==> config.mk <==
export PLATFORM = sky130hd
export DESIGN_NAME = dmem_access_ctrl
export DESIGN_NICKNAME = d
export VERILOG_FILES = /design/src/rtl/dmem_pkg.sv /design/src/rtl/dmem_access_ctrl.sv
export SDC_FILE = /design/constraint.sdc
export NUM_CORES = 1
export LEC_CHECK = 0
export BUFFER_PORTS_ARGS = -buffer_cell sky130_fd_sc_hd__buf_2
export CORE_MARGIN = 2
export CORE_UTILIZATION = 50
export DETAILED_ROUTE_END_ITERATION = 10
export PLACE_DENSITY = 0.81
export SLEW_MARGIN = 10
export SYNTH_ARGS = -nofsm -noshare
export SYNTH_HDL_FRONTEND = slang
export SYNTH_SLANG_ARGS = --single-unit
==> constraint.sdc <==
create_clock -name clk -period 3.72 [get_ports clk]
set_input_delay 0.372 -clock clk [delete_from_list [all_inputs] [get_ports clk]]
set_output_delay 0.372 -clock clk [all_outputs]
set_load 0.005 [all_outputs]
==> src/rtl/dmem_pkg.sv <==
// Shared types and constants for the data-memory access controller.
package dmem_pkg;

  localparam int DMEM_ADDR_W     = 16;
  localparam int DMEM_DATA_W     = 16;
  localparam int DMEM_ADDR_LIMIT = 511;

  localparam logic RW_READ  = 1'b1;
  localparam logic RW_WRITE = 1'b0;

  typedef enum logic [1:0] {
    IDLE   = 2'd0,
    SETUP  = 2'd1,
    ACCESS = 2'd2,
    RESP   = 2'd3
  } state_t;

  typedef struct packed {
    logic                   we;
    logic [DMEM_ADDR_W-1:0] addr;
    logic [DMEM_DATA_W-1:0] wdata;
  } dmem_req_t;

endpackage

==> src/rtl/dmem_access_ctrl.sv <==
// Load/store controller driving dmem with a one-cycle setup before a one-cycle chip select.
//
// state  | meaning
// IDLE   | ready for a request; out-of-range addresses go straight to RESP with error
// SETUP  | address/data/rw_ driven, CS low
// ACCESS | CS high; load data sampled at the closing edge
// RESP   | response held until rsp_ready
module dmem_access_ctrl
  import dmem_pkg::*;
#(
  parameter int ADDR_W     = DMEM_ADDR_W,
  parameter int DATA_W     = DMEM_DATA_W,
  parameter int ADDR_LIMIT = DMEM_ADDR_LIMIT
) (
  input  logic              clk,
  input  logic              rst,
  input  logic              req_valid,
  output logic              req_ready,
  input  logic              req_we,
  input  logic [ADDR_W-1:0] req_addr,
  input  logic [DATA_W-1:0] req_wdata,
  output logic              rsp_valid,
  input  logic              rsp_ready,
  output logic [DATA_W-1:0] rsp_rdata,
  output logic              rsp_err,
  output logic [ADDR_W-1:0] dmem_addr,
  output logic [DATA_W-1:0] dmem_wdata,
  output logic              dmem_rw_,
  output logic              dmem_cs,
  input  logic [DATA_W-1:0] dmem_rdata,
  output logic [15:0]       access_cnt
);

  localparam logic [ADDR_W-1:0] LIMIT = ADDR_W'(ADDR_LIMIT);

  state_t    state;
  dmem_req_t req_in;
  logic      we_q;
  logic      addr_bad;

  assign req_in   = '{we: req_we, addr: req_addr, wdata: req_wdata};
  assign addr_bad = (req_in.addr >= LIMIT);

  always_ff @(posedge clk) begin
    if (rst) begin
      state      <= IDLE;
      we_q       <= 1'b0;
      req_ready  <= 1'b1;
      rsp_valid  <= 1'b0;
      rsp_rdata  <= '0;
      rsp_err    <= 1'b0;
      dmem_cs    <= 1'b0;
      dmem_rw_   <= RW_READ;
      dmem_addr  <= '0;
      dmem_wdata <= '0;
      access_cnt <= '0;
    end else begin
      case (state)
        IDLE: begin
          // req_ready is registered high throughout IDLE, so req_valid alone completes the handshake
          if (req_valid) begin
            we_q      <= req_in.we;
            req_ready <= 1'b0;
            if (addr_bad) begin
              state     <= RESP;
              rsp_valid <= 1'b1;
              rsp_err   <= 1'b1;
              rsp_rdata <= '0;
            end else begin
              state      <= SETUP;
              dmem_addr  <= req_in.addr;
              dmem_wdata <= req_in.wdata;
              dmem_rw_   <= req_in.we ? RW_WRITE : RW_READ;
            end
          end
        end
        SETUP: begin
          dmem_cs <= 1'b1;
          state   <= ACCESS;
        end
        ACCESS: begin
          dmem_cs    <= 1'b0;
          dmem_rw_   <= RW_READ;
          rsp_rdata  <= we_q ? '0 : dmem_rdata;
          rsp_err    <= 1'b0;
          rsp_valid  <= 1'b1;
          access_cnt <= access_cnt + 16'd1;
          state      <= RESP;
        end
        RESP: begin
          if (rsp_ready) begin
            rsp_valid <= 1'b0;
            rsp_err   <= 1'b0;
            req_ready <= 1'b1;
            state     <= IDLE;
          end
        end
        default: state <= IDLE;
      endcase
    end
  end

endmodule

==> impl_metrics.xml, run 1 <==
<?xml version="1.0" encoding="UTF-8"?>
<metrics>
  <group name="die">
    <metric name="coreArea" unit="mm2">0.00592</metric>
    <metric name="die_height" unit="um">82.1</metric>
    <metric name="floorplan.io_pins" unit="">122</metric>
    <metric name="fp.dieArea" unit="mm2">0.00673</metric>
    <metric name="initial_core_util" unit="">0.515</metric>
    <metric name="rows" unit="">28</metric>
    <metric name="dieWidth" unit="um">82.1</metric>
  </group>
  <group name="pwr">
    <metric name="p_leak" unit="nW">1.69</metric>
    <metric name="total_power_per_unit_cell_area" unit="mW/mm2">520</metric>
    <metric name="vdd_ir_drop_max" unit="mV">0.355</metric>
    <metric name="total_power" unit="mW">2.01</metric>
  </group>
  <group name="clock_tree">
    <metric name="post_cts_buffers" unit="">0</metric>
    <metric name="worst_setup_hold_path_clk_slew" unit="ns">0.08</metric>
    <metric name="cts-htree-levels" unit="">3</metric>
    <metric name="cts_inserted_buffers" unit="">9</metric>
    <metric name="clock_tree.root_cell" unit="">clkbuf_8</metric>
    <metric name="clock-sinks" unit="">72</metric>
    <metric name="clock_tree.buffer_depth" unit="">2</metric>
    <metric name="worst_skew_pair_later_pin_latency" unit="ns">0.34</metric>
    <metric name="cts.hold.buffers_added" unit="">0</metric>
    <metric name="ctsResizeCount" unit="">0</metric>
    <metric name="tritoncts" unit="">built</metric>
  </group>
  <group name="sta">
    <metric name="setup_violations" unit="">0</metric>
    <metric name="final.min_clock_period" unit="ns">2.35</metric>
    <metric name="timing.slew.headroom" unit="">0.329</metric>
    <metric name="layout_worst_path_cycle_share" unit="">0.631</metric>
    <metric name="clk_skew" unit="ns">0.00764</metric>
    <metric name="max_slew.worst_pin.slew" unit="ns">1.01</metric>
    <metric name="timing.final.hold_violations" unit="">0</metric>
    <metric name="final-max-slew-violation-count" unit="">0</metric>
    <metric name="final.setup.tns" unit="ns">0</metric>
    <metric name="layout_setup_ws" unit="ns">1.37</metric>
    <metric name="rsz0062_at_grt" unit="">false</metric>
    <metric name="fmax" unit="MHz">426</metric>
  </group>
  <group name="global_route">
    <metric name="grt_pass1_vias" unit="">2500</metric>
    <metric name="globalRouteTotalUtil" unit="">0.221</metric>
    <metric name="first_pass_grt_wire_length" unit="mm">11.4</metric>
    <metric name="grt-ovfl-total" unit="">0</metric>
    <metric name="grt_antenna_before_repair" unit="">0</metric>
    <metric name="largest_net_degree_at_the_start_of_global_routing" unit="">58</metric>
  </group>
  <group name="yosys">
    <metric name="yosys_top_cell_area_share" unit="">0.473</metric>
    <metric name="total_of_warnings_raised_by_yosys" unit="">0</metric>
    <metric name="synth.net_count" unit="">401</metric>
    <metric name="synthesis.instances" unit="">343</metric>
    <metric name="yosys.area.top_type" unit="">dfxtp_1</metric>
    <metric name="yosys_register_bits" unit="">72</metric>
    <metric name="async_reset_ff_frac" unit="">0</metric>
    <metric name="yosys_most_used_dff" unit="">dfxtp_1</metric>
    <metric name="netlist_area_before_placement" unit="mm2">0.00305</metric>
    <metric name="synthMostInstantiatedCell" unit="">dfxtp_1</metric>
    <metric name="synth.avg_cell_area" unit="um2">8.88</metric>
    <metric name="post_synth_edffs" unit="">0</metric>
    <metric name="synth.distinct_cells" unit="">38</metric>
    <metric name="synth_seq_area_share" unit="">0.473</metric>
    <metric name="post_synth_main_area_contributors" unit="">dfxtp_1, nand4_1, mux2i_1</metric>
    <metric name="post_synth_most_frequent_cells" unit="">dfxtp_1, nand2_1, nand4_1</metric>
  </group>
  <group name="job">
    <metric name="max_cap_viol_count" unit="">0</metric>
  </group>
  <group name="worst_setup_path">
    <metric name="cp_data_required_time" unit="ns">3.99</metric>
    <metric name="critical_path.n_buffers_inverters" unit="">1</metric>
    <metric name="critPathSlowestCell" unit="">nand3_1</metric>
    <metric name="critical_path.startpoint_type" unit="">register</metric>
    <metric name="worst_path_dominant_cell_family" unit="">simple AND/OR/NAND/NOR gates</metric>
    <metric name="setup.worst_path.class" unit="">reg2reg</metric>
    <metric name="critPathCaptureType" unit="">register</metric>
    <metric name="crit_chain" unit="">inv_1 &gt; ha_1 &gt; and2_1 &gt; nand3_1 &gt; nor2_2 &gt; mux2i_1</metric>
    <metric name="timing.critical_path.fanout_max" unit="">26</metric>
    <metric name="slowest_delay" unit="ns">0.61</metric>
    <metric name="crit_arrival" unit="ns">2.62</metric>
  </group>
  <group name="placed_design">
    <metric name="hpwlAfterDp" unit="mm">5.19</metric>
    <metric name="placement.setup.worst_slack" unit="ns">1.34</metric>
    <metric name="final_weighted_congestion_in_routability_driven_placement" unit="">0.739</metric>
    <metric name="port_buffers" unit="">121</metric>
  </group>
  <group name="route">
    <metric name="drt_drc_violations_left" unit="">0</metric>
    <metric name="routedLengthMet1" unit="mm">3.38</metric>
    <metric name="wire_per_inst" unit="um">14.0</metric>
    <metric name="maxUsedRoutingLayer" unit="">met4</metric>
    <metric name="detailedRoute.firstIterationViolations" unit="">225</metric>
    <metric name="met3RoutedLength" unit="um">473</metric>
    <metric name="final_antenna_net_count" unit="">0</metric>
    <metric name="total_detailed_routing_wirelength" unit="mm">7.45</metric>
    <metric name="dr.pass1.iters" unit="">4</metric>
    <metric name="post_drt_via_cell_ratio" unit="">5.43</metric>
    <metric name="met2_wirelength" unit="mm">3.51</metric>
    <metric name="num_vias" unit="">2896</metric>
  </group>
  <group name="layout">
    <metric name="register_area" unit="mm2">0.00144</metric>
    <metric name="multiInputGateArea" unit="mm2">0.00146</metric>
    <metric name="n_antenna_cell" unit="">0</metric>
    <metric name="drive_above_1_share" unit="">0.323</metric>
    <metric name="nFillCells" unit="">539</metric>
    <metric name="layout-area-overhead-vs-synth" unit="%">26.9</metric>
    <metric name="final_net_count" unit="">512</metric>
  </group>
  <group name="hold_path">
    <metric name="hp-class" unit="">in2reg</metric>
  </group>
  <group name="run_status">
    <metric name="outcome" unit="">finished, final reports clean</metric>
  </group>
</metrics>
## stage by stage
stage	std cells	hold WS, ns	instance area, um2	utilization
after detailed placement	518	0.454	3650	0.617
after CTS	533	0.252	3860	0.653
after global placement	518	0.442	3650	0.617
after global routing	533	0.256	3860	0.653
final	533	0.264	3860	0.653
after floorplan	343	0.447	3050	-
## path summary, 6_finish.rpt
check	slack, ns	start	endpoint	cells after the start
hold / removal	0.26	dmem_rdata[3]	rsp_rdata[3]	3
setup reg to reg	1.37	state[0]	dmem_rw_	6
hold reg to reg	0.47	rsp_rdata[3]	rsp_rdata[3]	2
setup / recovery	1.37	state[0]	dmem_rw_	6
## sequential cells by signal, indices dropped and copies added (netlist names)
register    cells
access_cnt     16
dmem_addr      16
dmem_cs         1
dmem_rw_        1
dmem_wdata     16
req_ready       1
rsp_err         1
rsp_rdata      16
rsp_valid       1
state           2
we_q            1
## metal layers
layer  GRT usage  vias up
met5           0        -
met1       0.276     1360
met2       0.370       95
li1            -     1431
met3      0.0593       10
met4      0.0733        0
## worst reg2reg max path, cell delays in order, from the launching register on
cell,delay (ns)
dfxtp_1,0.32
inv_1,0.12
ha_1,0.27
and2_1,0.17
nand3_1,0.61
nor2_2,0.56
mux2i_1,0.23
## layout make-up
cell class,count,share of cell area
Inverter,8,0.00777
Multi-Input combinational cell,239,0.378
Clock buffer,10,0.0330
Tap cell,75,0.0243
Timing Repair Buffer,124,0.163
Sequential cell,72,0.373
Clock inverter,5,0.0214
## cell families after synthesis
kind of cell | count (synthesis) | synth area share
and+or+nand+nor | 135 | 0.240
DFF | 72 | 0.473
adders and majority gates | 5 | 0.0205
AOI/OAI and AO/OA | 66 | 0.117
xor gates and xnor gates | 14 | 0.0402
muxes | 19 | 0.0624
buffers and inverters | 32 | 0.0472
## layout by cell type, fill, tap and decap left out, types with 2 or more instances in the layout
cell,netlist,final
buf_2,6,121
inv_1,7,7
buf_4,0,3
and3_1,2,2
ha_1,5,5
xnor2_1,10,10
mux2i_1,19,19
or3_1,3,3
bufinv_16,0,2
nand2b_1,2,2
a21oi_1,30,30
clkinv_4,0,2
dfxtp_1,72,72
xor2_1,4,4
nor2_1,19,19
nand4_1,31,31
nand3_1,5,5
nor3_1,5,5
clkbuf_8,0,9
nor3b_1,7,7
nor3_2,3,3
nor4_1,6,6
nand2_1,45,45
o21ai_0,29,29
## report_power, final
part	switching (mW)	internal, mW
logic	0.271	0.202
registers	0.0455	0.830
clock network	0.287	0.375
Note: power is estimated with default switching activity, not from simulation.
==> run 2: changes to the inputs <==
- ABC_AREA: unset -> 1
- CORE_UTILIZATION: 50 -> 44
- PLACE_DENSITY: 0.81 -> 0.75
- clock period: 3.72 -> 2.15 ns (I/O delays scaled with it)
==> run 2 against run 1 <==
Area after synthesis up 3.2%. Sequential share of layout area decreased by 0.93 points. Power is 97% higher. Worst setup slack got worse by 0.98 ns. Flip-flop and latch count stayed put. Synthesized cell count grew 22%. Final cell count grew 19%. Critical path depth up 1. Critical endpoint is now rsp_rdata[15]. Highest routed layer unchanged.
==> impl_metrics.xml, run 2 <==
<?xml version="1.0" encoding="UTF-8"?>
<metrics>
  <group name="global_route">
    <metric name="globalRouteTotalUtil" unit="">0.184</metric>
    <metric name="grt_antenna_before_repair" unit="">0</metric>
    <metric name="grt-ovfl-total" unit="">0</metric>
    <metric name="grt_pass1_vias" unit="">2593</metric>
    <metric name="largest_net_degree_at_the_start_of_global_routing" unit="">58</metric>
    <metric name="first_pass_grt_wire_length" unit="mm">11.3</metric>
  </group>
  <group name="worst_setup_path">
    <metric name="crit_chain" unit="">inv_1 &gt; ha_1 &gt; inv_4 &gt; or2_1 &gt; buf_4 &gt; a21boi_0 &gt; nor2_1</metric>
    <metric name="critical_path_depth" unit="">7</metric>
    <metric name="cp_data_required_time" unit="ns">2.37</metric>
    <metric name="critical_path.startpoint_type" unit="">register</metric>
    <metric name="worst_path_dominant_cell_family" unit="">buffers and inverters</metric>
    <metric name="slowest_delay" unit="ns">0.35</metric>
    <metric name="timing.critical_path.fanout_max" unit="">33</metric>
    <metric name="critPathSlowestCell" unit="">ha_1</metric>
    <metric name="r2r.worst_path.cells" unit="">7</metric>
    <metric name="critPathCaptureType" unit="">register</metric>
    <metric name="setup.worst_path.class" unit="">reg2reg</metric>
    <metric name="critical_path.n_buffers_inverters" unit="">3</metric>
    <metric name="crit_arrival" unit="ns">1.98</metric>
  </group>
  <group name="placed_design">
    <metric name="dp_cells" unit="">619</metric>
    <metric name="port_buffers" unit="">121</metric>
    <metric name="placement.setup.worst_slack" unit="ns">0.449</metric>
    <metric name="hpwlAfterDp" unit="mm">5.10</metric>
    <metric name="final_weighted_congestion_in_routability_driven_placement" unit="">0.774</metric>
    <metric name="placement.cell_area" unit="mm2">0.00378</metric>
  </group>
  <group name="die">
    <metric name="coreArea" unit="mm2">0.00687</metric>
    <metric name="fp.dieArea" unit="mm2">0.00784</metric>
    <metric name="initial_core_util" unit="">0.458</metric>
    <metric name="floorplan.io_pins" unit="">122</metric>
    <metric name="rows" unit="">30</metric>
    <metric name="dieWidth" unit="um">88.6</metric>
    <metric name="die_height" unit="um">88.6</metric>
  </group>
  <group name="sta">
    <metric name="timing.slew.headroom" unit="">0.725</metric>
    <metric name="final-max-slew-violation-count" unit="">0</metric>
    <metric name="fmax" unit="MHz">568</metric>
    <metric name="layout_setup_ws" unit="ns">0.390</metric>
    <metric name="worst_hold_slack" unit="ns">0.156</metric>
    <metric name="rsz0062_at_grt" unit="">false</metric>
    <metric name="layout_worst_path_cycle_share" unit="">0.819</metric>
    <metric name="timing.final.hold_violations" unit="">0</metric>
    <metric name="final.setup.tns" unit="ns">0</metric>
    <metric name="final.min_clock_period" unit="ns">1.76</metric>
    <metric name="clk_skew" unit="ns">0.00731</metric>
    <metric name="max_slew.worst_pin.slew" unit="ns">0.412</metric>
    <metric name="setup_violations" unit="">0</metric>
  </group>
  <group name="hold_path">
    <metric name="timing.hold.worst_path_depth" unit="">3</metric>
    <metric name="hp-class" unit="">in2reg</metric>
  </group>
  <group name="pwr">
    <metric name="total_power_per_unit_cell_area" unit="mW/mm2">998</metric>
    <metric name="vdd_ir_drop_max" unit="mV">0.620</metric>
    <metric name="total_power" unit="mW">3.96</metric>
    <metric name="p_leak" unit="nW">1.97</metric>
  </group>
  <group name="route">
    <metric name="wire_per_inst" unit="um">11.5</metric>
    <metric name="post_drt_via_cell_ratio" unit="">4.72</metric>
    <metric name="met2_wirelength" unit="mm">3.28</metric>
    <metric name="drt_drc_violations_left" unit="">0</metric>
    <metric name="num_vias" unit="">2998</metric>
    <metric name="dr.pass1.iters" unit="">4</metric>
    <metric name="met3RoutedLength" unit="um">580</metric>
    <metric name="maxUsedRoutingLayer" unit="">met4</metric>
    <metric name="routedLengthMet1" unit="mm">3.33</metric>
    <metric name="final_antenna_net_count" unit="">0</metric>
    <metric name="total_detailed_routing_wirelength" unit="mm">7.27</metric>
    <metric name="detailedRoute.firstIterationViolations" unit="">75</metric>
  </group>
  <group name="clock_tree">
    <metric name="worst_setup_hold_path_clk_slew" unit="ns">0.08</metric>
    <metric name="post_cts_buffers" unit="">0</metric>
    <metric name="clock_tree.buffer_depth" unit="">2</metric>
    <metric name="worst_skew_pair_later_pin_latency" unit="ns">0.34</metric>
    <metric name="ctsResizeCount" unit="">0</metric>
    <metric name="clock_tree.root_cell" unit="">clkbuf_8</metric>
    <metric name="cts-htree-levels" unit="">3</metric>
    <metric name="tritoncts" unit="">built</metric>
    <metric name="cts.hold.buffers_added" unit="">0</metric>
    <metric name="clock-sinks" unit="">72</metric>
    <metric name="cts_inserted_buffers" unit="">9</metric>
  </group>
  <group name="layout">
    <metric name="nFillCells" unit="">671</metric>
    <metric name="layout-area-overhead-vs-synth" unit="%">26.0</metric>
    <metric name="n_antenna_cell" unit="">0</metric>
    <metric name="fin_util" unit="">0.577</metric>
    <metric name="register_area" unit="mm2">0.00144</metric>
    <metric name="multiInputGateArea" unit="mm2">0.00135</metric>
    <metric name="drive_above_1_share" unit="">0.275</metric>
    <metric name="final_cell_mix" unit="">buf_2, nand2_1, dfxtp_1</metric>
    <metric name="final_design_area_no_fill" unit="mm2">0.00396</metric>
    <metric name="final_net_count" unit="">592</metric>
    <metric name="fin_cells" unit="">635</metric>
    <metric name="final_common_cell" unit="">buf_2</metric>
  </group>
  <group name="yosys">
    <metric name="post_synth_edffs" unit="">0</metric>
    <metric name="yosys.area.top_type" unit="">dfxtp_1</metric>
    <metric name="synth.net_count" unit="">478</metric>
    <metric name="yosys_top_cell_area_share" unit="">0.458</metric>
    <metric name="netlist_area_before_placement" unit="mm2">0.00315</metric>
    <metric name="async_reset_ff_frac" unit="">0</metric>
    <metric name="synth_seq_area_share" unit="">0.458</metric>
    <metric name="total_of_warnings_raised_by_yosys" unit="">0</metric>
    <metric name="synth.distinct_cells" unit="">28</metric>
    <metric name="post_synth_main_area_contributors" unit="">dfxtp_1, nand2_1, a21oi_1</metric>
    <metric name="post_synth_most_frequent_cells" unit="">dfxtp_1, nand2_1, inv_1</metric>
    <metric name="synth.avg_cell_area" unit="um2">7.49</metric>
    <metric name="yosys_most_used_dff" unit="">dfxtp_1</metric>
    <metric name="synthesis.instances" unit="">420</metric>
    <metric name="yosys_register_bits" unit="">72</metric>
  </group>
  <group name="run_status">
    <metric name="outcome" unit="">finished, final reports clean</metric>
  </group>
  <group name="job">
    <metric name="max_cap_viol_count" unit="">0</metric>
  </group>
</metrics>
## run 2: where the power goes
group	leakage, nW	switching [mW]	internal, mW
Clock	0.0920	0.505	0.530
Combinational	1.29	0.697	0.550
Sequential	0.585	0.123	1.55
Total	1.97	1.32	2.63
## run 2: worst register-to-register path: cells and delay by family (launching register included)
kind | cells | cell delay (ns)
AOI/OAI and AO/OA | 1 | 0.25
adders and majority gates | 1 | 0.35
and+or+nand+nor | 2 | 0.28
buffers and inverters | 3 | 0.43
DFF | 1 | 0.33
## run 2: final timing paths
| kind | startpoint | to | slack [ns] |
|---|---|---|---|
| worst max-delay path | state[0] | rsp_rdata[15] | 0.39 |
| worst min register to register | dmem_wdata[2] | dmem_wdata[2] | 0.44 |
| worst min-delay path | req_wdata[12] | dmem_wdata[12] | 0.16 |
| worst max register to register | state[0] | rsp_rdata[15] | 0.39 |
## run 2: final cells by class
type | instances | share of cell area
clock inverters | 6 | 0.0152
well taps | 96 | 0.0303
clock buffers | 10 | 0.0322
inverters | 56 | 0.0537
multi-input cells | 269 | 0.340
flip-flops and latches | 72 | 0.364
repair buffers | 126 | 0.165
## run 2: cell families (layout without fill, tap and decap cells)
logic type               after synthesis  count (layout)  synth area share
buffers and inverters                 79             198             0.114
AND/OR/NAND/NOR                      167             167             0.240
flip-flops                            72              72             0.458
AO/OA/AOI/OAI                         97              97             0.168
adder cells (fa/ha/maj)                5               5            0.0199
## run 2: layer usage
metal | vias to the layer above | GRT usage
met1 | 1327 | 0.225
met5 | - | 0
met2 | 99 | 0.300
met4 | 0 | 0.0868
li1 | 1566 | -
met3 | 6 | 0.0504
